===== config.mk =====
export PLATFORM = sky130hd
export DESIGN_NAME = mem_stage_lsu
export DESIGN_NICKNAME = d
export VERILOG_FILES = /design/src/rtl/mem_pkg.sv /design/src/rtl/mem_stage_lsu_fsm.sv /design/src/rtl/mem_stage_lsu.sv
export SDC_FILE = /design/constraint.sdc
export NUM_CORES = 1
export LEC_CHECK = 0
export ABC_AREA = 0
export CAP_MARGIN = 5
export CORE_MARGIN = 2
export CORE_UTILIZATION = 45
export CTS_BUF_LIST = sky130_fd_sc_hd__clkbuf_8
export CTS_CLUSTER_DIAMETER = 30
export CTS_CLUSTER_SIZE = 40
export DETAILED_ROUTE_END_ITERATION = 6
export HOLD_SLACK_MARGIN = 0.05
export PLACE_DENSITY = 0.9
export SETUP_SLACK_MARGIN = 0.4
export SYNTH_ARGS = -nofsm -noshare
export SYNTH_HDL_FRONTEND = slang
export SYNTH_SLANG_ARGS = --single-unit

===== constraint.sdc =====
create_clock -name clk -period 4.1 [get_ports clk]
set_input_delay 0.82 -clock clk [delete_from_list [all_inputs] [get_ports clk]]
set_output_delay 0.82 -clock clk [all_outputs]
set_load 0.03 [all_outputs]

===== src/rtl/mem_pkg.sv =====
// Shared types and lane helpers for the MEM-stage load/store unit.
// Helpers work on a 64-bit / 8-lane superset; callers truncate to N.
package mem_pkg;

    localparam int unsigned MAX_N = 64;
    localparam int unsigned MAX_L = MAX_N / 8;

    typedef enum logic [1:0] {
        MEM_B = 2'd0,
        MEM_H = 2'd1,
        MEM_W = 2'd2,
        MEM_D = 2'd3
    } mem_size_t;

    typedef enum logic [1:0] {
        S_IDLE = 2'd0,
        S_REQ  = 2'd1,
        S_WAIT = 2'd2,
        S_DONE = 2'd3
    } lsu_state_t;

    // Low offset bits that must be zero for an aligned access of this size
    function automatic logic [2:0] size_mask(input mem_size_t s);
        case (s)
            MEM_B:   size_mask = 3'd0;
            MEM_H:   size_mask = 3'd1;
            MEM_W:   size_mask = 3'd3;
            default: size_mask = 3'd7;
        endcase
    endfunction

    // Byte enables for an access of size s starting at lane off
    function automatic logic [MAX_L-1:0] be_gen(input mem_size_t s, input logic [2:0] off);
        case (s)
            MEM_B:   be_gen = 8'h01 << off;
            MEM_H:   be_gen = 8'h03 << off;
            MEM_W:   be_gen = 8'h0F << off;
            default: be_gen = 8'hFF;
        endcase
    endfunction

    // Replicate right-aligned store data across every lane group
    function automatic logic [MAX_N-1:0] store_align(input mem_size_t s, input logic [MAX_N-1:0] d);
        case (s)
            MEM_B:   store_align = {8{d[7:0]}};
            MEM_H:   store_align = {4{d[15:0]}};
            MEM_W:   store_align = {2{d[31:0]}};
            default: store_align = d;
        endcase
    endfunction

    // Pick the addressed lanes out of the read word and extend them
    function automatic logic [MAX_N-1:0] load_extract(input mem_size_t s, input logic uns,
                                                      input logic [2:0] off,
                                                      input logic [MAX_N-1:0] rd);
        logic [MAX_N-1:0] sh;
        sh = rd >> {off, 3'b000};
        case (s)
            MEM_B:   load_extract = {{56{~uns & sh[7]}},  sh[7:0]};
            MEM_H:   load_extract = {{48{~uns & sh[15]}}, sh[15:0]};
            MEM_W:   load_extract = {{32{~uns & sh[31]}}, sh[31:0]};
            default: load_extract = sh;
        endcase
    endfunction

endpackage


===== src/rtl/mem_stage_lsu_fsm.sv =====
// Request/response handshake FSM for the MEM stage: holds the memory
// request payload, captures read data and generates the pipeline stall.
module lsu_fsm
    import mem_pkg::*;
#(
    parameter int unsigned N   = 32,
    parameter int unsigned A   = 32,
    parameter int unsigned L   = N / 8,
    parameter int unsigned OFF = $clog2(L)
) (
    input  logic           clk_i,
    input  logic           rst_i,
    input  logic           mem_req_i,
    input  logic           exc_req_i,
    input  logic           we_i,
    input  logic [A-1:0]   addr_i,
    input  logic [L-1:0]   be_i,
    input  logic [N-1:0]   wdata_i,
    input  mem_size_t      size_i,
    input  logic           uns_i,
    input  logic [OFF-1:0] off_i,
    input  logic           mem_ready_i,
    input  logic           valid_i,
    input  logic [N-1:0]   rdata_i,
    output logic           proc_req_o,
    output logic           we_o,
    output logic [A-1:0]   addr_o,
    output logic [N-1:0]   wdata_o,
    output logic [L-1:0]   be_o,
    output logic           stall_o,
    output logic           exc_o,
    output logic           ld_ok_o,
    output logic [N-1:0]   rdata_o,
    output mem_size_t      size_o,
    output logic           uns_o,
    output logic [OFF-1:0] off_o
);

    lsu_state_t     state_q;
    logic           proc_req_q;
    logic           we_q;
    logic [A-1:0]   addr_q;
    logic [N-1:0]   wdata_q;
    logic [L-1:0]   be_q;
    logic           exc_q;
    logic           ld_ok_q;
    logic [N-1:0]   rdata_q;
    mem_size_t      size_q;
    logic           uns_q;
    logic [OFF-1:0] off_q;

    // Handshake state machine with request payload and load-data capture
    always_ff @(posedge clk_i) begin
        if (rst_i) begin
            state_q    <= S_IDLE;
            proc_req_q <= 1'b0;
            we_q       <= 1'b0;
            addr_q     <= '0;
            wdata_q    <= '0;
            be_q       <= '0;
            exc_q      <= 1'b0;
            ld_ok_q    <= 1'b0;
            rdata_q    <= '0;
            size_q     <= MEM_B;
            uns_q      <= 1'b0;
            off_q      <= '0;
        end else begin
            case (state_q)
                S_IDLE: begin
                    if (mem_req_i) begin
                        ld_ok_q <= 1'b0;
                        if (exc_req_i) begin
                            exc_q   <= 1'b1;
                            state_q <= S_DONE;
                        end else begin
                            exc_q      <= 1'b0;
                            proc_req_q <= 1'b1;
                            we_q       <= we_i;
                            addr_q     <= addr_i;
                            wdata_q    <= wdata_i;
                            be_q       <= be_i;
                            size_q     <= size_i;
                            uns_q      <= uns_i;
                            off_q      <= off_i;
                            state_q    <= S_REQ;
                        end
                    end
                end
                S_REQ: begin
                    if (mem_ready_i) begin
                        proc_req_q <= 1'b0;
                        if (we_q) begin
                            state_q <= S_DONE;
                        end else if (valid_i) begin
                            rdata_q <= rdata_i;
                            ld_ok_q <= 1'b1;
                            state_q <= S_DONE;
                        end else begin
                            state_q <= S_WAIT;
                        end
                    end
                end
                S_WAIT: begin
                    if (valid_i) begin
                        rdata_q <= rdata_i;
                        ld_ok_q <= 1'b1;
                        state_q <= S_DONE;
                    end
                end
                S_DONE: begin
                    exc_q   <= 1'b0;
                    ld_ok_q <= 1'b0;
                    state_q <= S_IDLE;
                end
                default: state_q <= S_IDLE;
            endcase
        end
    end

    // Stall rises with the request in IDLE and releases only in DONE
    assign stall_o = ((state_q == S_IDLE) && mem_req_i) ||
                     (state_q == S_REQ) || (state_q == S_WAIT);

    assign proc_req_o = proc_req_q;
    assign we_o       = we_q;
    assign addr_o     = addr_q;
    assign wdata_o    = wdata_q;
    assign be_o       = be_q;
    assign exc_o      = exc_q;
    assign ld_ok_o    = ld_ok_q;
    assign rdata_o    = rdata_q;
    assign size_o     = size_q;
    assign uns_o      = uns_q;
    assign off_o      = off_q;

endmodule


===== src/rtl/mem_stage_lsu.sv =====
// MEM pipeline stage: byte-lane address/strobe/data shaping, handshake FSM
// instance and MEM/WB pipeline registers with extended load data.
// Optional: MEM_MISALIGN_EXC_EN turns misaligned accesses into a flagged
// no-op instead of truncating the low address bits.
module mem_stage_lsu
    import mem_pkg::*;
#(
    parameter int unsigned N      = 32,
    parameter int unsigned A      = 32,
    parameter int unsigned CWWB_W = 3
) (
    input  logic              clk,
    input  logic              rst,
    input  logic              pipe_en,
    input  logic              mem_req,
    input  logic              mem_we,
    input  logic [1:0]        mem_size,
    input  logic              mem_unsigned,
    input  logic [CWWB_W-1:0] cwWB_in,
    input  logic [N-1:0]      ALUres,
    input  logic [N-1:0]      wrData_in,
    input  logic [N-1:0]      NPCin,
    input  logic [N-1:0]      IMMin,
    input  logic [4:0]        Rdest_in,
    input  logic              mem_ready,
    input  logic              valid,
    input  logic [N-1:0]      rdata,
    output logic              proc_req,
    output logic              we_out,
    output logic [A-1:0]      addr,
    output logic [N-1:0]      wdata,
    output logic [N/8-1:0]    be,
    output logic [N-1:0]      ALUout,
    output logic [N-1:0]      NPCout,
    output logic [N-1:0]      IMMout,
    output logic [N-1:0]      LDout,
    output logic [4:0]        Rdest_out,
    output logic [CWWB_W-1:0] cwWB,
    output logic              stallMem,
    output logic              misalign
);

    localparam int unsigned L   = N / 8;
    localparam int unsigned OFF = $clog2(L);

    mem_size_t      size_d;
    logic [2:0]     off_d;
    logic [2:0]     mask_d;
    logic [2:0]     off_al_d;
    logic [A-1:0]   addr_d;
    logic [L-1:0]   be_d;
    logic [N-1:0]   wdata_d;
    logic           exc_req_d;

    logic           exc;
    logic           ld_ok;
    logic [N-1:0]   rdata_q;
    mem_size_t      size_q;
    logic           uns_q;
    logic [OFF-1:0] off_q;
    logic [N-1:0]   ld_ext_d;
    logic           wb_en_d;

    // Lane offset, truncated to the access size for the request payload
    assign size_d   = mem_size_t'(mem_size);
    assign off_d    = 3'(ALUres[OFF-1:0]);
    assign mask_d   = size_mask(size_d);
    assign off_al_d = off_d & ~mask_d;
    assign addr_d   = A'(ALUres) & ~A'(L - 1);
    assign be_d     = L'(be_gen(size_d, off_al_d));
    assign wdata_d  = N'(store_align(size_d, 64'(wrData_in)));

`ifdef MEM_MISALIGN_EXC_EN
    // Misaligned or oversize accesses are flagged and never reach memory
    assign exc_req_d = ((off_d & mask_d) != 3'd0) || ((size_d == MEM_D) && (N == 32));
`else
    assign exc_req_d = 1'b0;
`endif

    lsu_fsm #(
        .N   (N),
        .A   (A),
        .L   (L),
        .OFF (OFF)
    ) u_fsm (
        .clk_i       (clk),
        .rst_i       (rst),
        .mem_req_i   (mem_req),
        .exc_req_i   (exc_req_d),
        .we_i        (mem_we),
        .addr_i      (addr_d),
        .be_i        (be_d),
        .wdata_i     (wdata_d),
        .size_i      (size_d),
        .uns_i       (mem_unsigned),
        .off_i       (OFF'(off_al_d)),
        .mem_ready_i (mem_ready),
        .valid_i     (valid),
        .rdata_i     (rdata),
        .proc_req_o  (proc_req),
        .we_o        (we_out),
        .addr_o      (addr),
        .wdata_o     (wdata),
        .be_o        (be),
        .stall_o     (stallMem),
        .exc_o       (exc),
        .ld_ok_o     (ld_ok),
        .rdata_o     (rdata_q),
        .size_o      (size_q),
        .uns_o       (uns_q),
        .off_o       (off_q)
    );

    assign ld_ext_d = N'(load_extract(size_q, uns_q, 3'(off_q), 64'(rdata_q)));
    assign wb_en_d  = pipe_en & ~stallMem;

    logic [N-1:0]      alu_q;
    logic [N-1:0]      npc_q;
    logic [N-1:0]      imm_q;
    logic [N-1:0]      ld_q;
    logic [4:0]        rdest_q;
    logic [CWWB_W-1:0] cw_q;

    // MEM/WB pipeline registers; a flagged access writes nothing back
    always_ff @(posedge clk) begin
        if (rst) begin
            alu_q   <= '0;
            npc_q   <= '0;
            imm_q   <= '0;
            ld_q    <= '0;
            rdest_q <= '0;
            cw_q    <= '0;
        end else if (wb_en_d) begin
            alu_q   <= ALUres;
            npc_q   <= NPCin;
            imm_q   <= IMMin;
            ld_q    <= ld_ok ? ld_ext_d : '0;
            rdest_q <= Rdest_in;
            cw_q    <= exc ? '0 : cwWB_in;
        end
    end

`ifdef MEM_MISALIGN_EXC_EN
    logic misalign_q;

    // Misalignment flag travels with the instruction into MEM/WB
    always_ff @(posedge clk) begin
        if (rst) begin
            misalign_q <= 1'b0;
        end else if (wb_en_d) begin
            misalign_q <= exc;
        end
    end

    assign misalign = misalign_q;
`else
    assign misalign = 1'b0;
`endif

    assign ALUout    = alu_q;
    assign NPCout    = npc_q;
    assign IMMout    = imm_q;
    assign LDout     = ld_q;
    assign Rdest_out = rdest_q;
    assign cwWB      = cw_q;

endmodule

==> metrics.csv <==
metric;value;unit
clock-pin transition on the worst setup and hold timing paths;50;ps
chip height;149.0;um
crit-path leading delay family;buffers and inverters;
Synthesis Warnings;0;
clock buffer count from CTS;48;
CTS HTree Levels;2;
core area;0.02082;sq mm
Mapped Cells;1099;
via count of the first global-routing pass;9090;
Startpoint Class;input pin;
worst slew pin tran;1160;ps
Setup crit end kind;output port;
final cell count without fillers;1769;
# IOs;386;
Post-synth EDFFs;0;
CP arrival;2570;ps
Finished Cell Area;0.01436;sq mm
final hold violation count;0;
post-layout min period;3387;ps
R2R depth;7;
final setup TNS;0;ps
final net count;1643;
Slowest cell on crit path;clkdlybuf4s50_1;
Post-CTS Setup Inserts;0;
Pwr Total;9.226;mW
fin. max-slew vios;0;
CTS tree;built;
routed length per instance;17.94;um
worst hold start;u_fsm.addr_o[9];
largest net degree at the start of global routing;105;
Area Overhead vs Synth;51.82;%
Post-CTS Hold Fix Bufs;0;
WP data required;3280;ps
clk_lat worst skew;550;ps
# rows;53;
distinct cell type count after synthesis;45;
Die ar.;0.02220;sq mm
global-route wire length before repair;47770;um
Reg-to-Reg Start;u_fsm.state_q[1];
ys async rst share;0;
maximum vdd drop;0.4468;mV
worst setup margin;713.0;ps
share of layout cells above drive strength 1;0.08439;
CTS resizes;0;
worst r2r dst;ALUout[24];
worst min path class;reg2reg;
width of the die;149.0;um
most used cell, CP;clkdlybuf4s50_1;
Hold Crit Depth;2;
max cap viols;0;
initial antenna violation count;2;
fillcell total;1509;
CTS max path bufs;3;
IO buf count;382;
Tot GR Track Use;0.2710;
Routed Wire Length;31730;um
RSZ-0062 raised after global routing;false;
DRC Markers;0;
slew margin rel.;0.2257;
status;finished, final reports clean;
PD cells;642.4;mW/mm^2
Worst Path Buf+Inv;3;
Placed Cells;1682;
CTS Root Buffer Type;clkbuf_8;
CTS sink cnt;244;
Main synth FF type;dfxtp_1;
hpwl dp;21150;um
grt ovf;0;
RePlAce Congestion;0.8580;
FF+latch count, synth;244;
post-DR vias/cell;5.270;
DP Area;0.01335;sq mm
Post-Syn Area;0.009460;sq mm
R2R Setup Slk;1670;ps
CP max FO;6;
Worst path max stage delay;630;ps
Mapped Avg Cell Area;8.608;sq um
DR pass1 iterations;6;
crit share post-route;0.8261;
# setup viols final;0;
Fmax;295.2;MHz
vias post-DR;9322;
initial drt markers;540;
sequential-to-total area share from yosys stat;0.5163;
Antenna Nets Post-Route;0;
initial core utilization;0.4543;
Max Clock Skew;18.97;ps
WS Path Type;in2out;
CP cell instances;clkdlybuf4s50_1, a211oi_2, inv_2, clkdlybuf4s50_1;
Hold EP;u_fsm.addr_o[9];
Lkg Pwr;5.212;nW
Place WS;714.9;ps
## per-stage QoR
stage	hold WS, ps	util
after floorplan	455.4	-
after global placement	440.7	0.6410
after detailed placement	445.3	0.6410
after CTS	452.9	0.6896
after global routing	470.2	0.6898
final	450.2	0.6898
## layout by cell type, fill, tap and decap left out, drive strengths merged, types with 9 or more instances in the layout
master	instances
a211oi	28
a21oi	155
a221oi	9
a22oi	23
buf	13
clkbuf	54
clkdlybuf4s50	381
clkinv	15
dfxtp	244
inv	16
mux2i	42
nand2	318
nand2b	10
nor2	76
nor3	11
nor3b	10
o21ai	20
o221ai	9
## report_power, final
part | internal, mW | switching [mW]
combinational | 1.36 | 2.17
clock | 1.43 | 1.10
sequential | 2.85 | 0.326
total | 5.64 | 3.59
## worst register-to-register path, cell delays in order, from the launching register on
cell and delay, ps:
dfxtp_1 370, inv_1 90, ha_1 290, a211oi_2 360
nand2_4 470, buf_4 490, nand2_1 140, a21oi_1 80
## final cells by class
cell class	instances	area, sq um	area share
sequential	244	4886	0.3402
timing repair buffer	394	3940	0.2743
clock inverter	32	269.0	0.01873
tap	275	344.1	0.02396
inverter	8	30.03	0.002091
antenna	1	2.502	0.0001742
clock buffer	54	743.2	0.05175
multi-input combinational	761	4148	0.2888
## logic make-up after synthesis
| group | count (synthesis) | synth area share |
|---|---|---|
| buffers and inverters | 96 | 0.04827 |
| DFF | 244 | 0.5163 |
| other | 1 | 0.0003964 |
| adders and majority gates | 8 | 0.01058 |
| AOI/OAI and AO/OA | 258 | 0.1656 |
| and+or+nand+nor | 435 | 0.1878 |
| muxes | 57 | 0.07102 |
## registers in the layout, indices dropped and copies added (netlist names), 3 cells and up
name,count
cwWB,3
IMMout,32
u_fsm.wdata_o,32
u_fsm.rdata_o,32
LDout,32
Rdest_out,5
u_fsm.addr_o,30
u_fsm.be_o,4
NPCout,32
ALUout,32
## worst max-delay path by stage
| stage | startpoint | end | cells past startpoint |
|---|---|---|---|
| 4_1_cts | mem_req | stallMem | 4 |
| 6_report | mem_req | stallMem | 4 |
| 3_3_place_gp | mem_req | stallMem | 4 |
| 2_1_floorplan | mem_size[1] | u_fsm.wdata_o[23] | 9 |
| 3_5_place_dp | mem_req | stallMem | 4 |
| 5_1_grt | mem_req | stallMem | 4 |
## layer usage
metal	wire length [um]	track usage
met5	15	0
met1	11640	0.2965
met4	973	0.1005
met3	3275	0.09908
met2	15820	0.4804
## synth_stat cells, types with 2 or more instances
| library cell | count | area (sq um) |
|---|---|---|
| ha_1 | 8 | 100.1 |
| buf_2 | 13 | 65.06 |
| a22o_1 | 8 | 70.07 |
| a211oi_2 | 2 | 25.02 |
| nor3_1 | 9 | 45.04 |
| buf_4 | 11 | 82.58 |
| a221oi_1 | 9 | 78.83 |
| o21ai_0 | 9 | 45.04 |
| and2_1 | 3 | 18.77 |
| a311oi_1 | 2 | 17.52 |
| a211oi_1 | 26 | 195.2 |
| clkbuf_1 | 54 | 202.7 |
| mux2i_1 | 42 | 420.4 |
| buf_1 | 4 | 15.01 |
| inv_1 | 7 | 26.28 |
| nor3b_1 | 10 | 75.07 |
| mux4_2 | 7 | 157.7 |
| o221ai_1 | 9 | 78.83 |
| buf_6 | 5 | 56.30 |
| nand2_1 | 318 | 1194 |
| a21oi_1 | 155 | 775.7 |
| mux2_2 | 7 | 78.83 |
| nor2_1 | 76 | 285.3 |
| dfxtp_1 | 244 | 4885 |
| nand2b_1 | 10 | 62.56 |
| o21ai_1 | 8 | 40.04 |
| a22oi_1 | 23 | 172.7 |
| o21ai_2 | 3 | 26.28 |
Power figures use the tool's default switching activity.
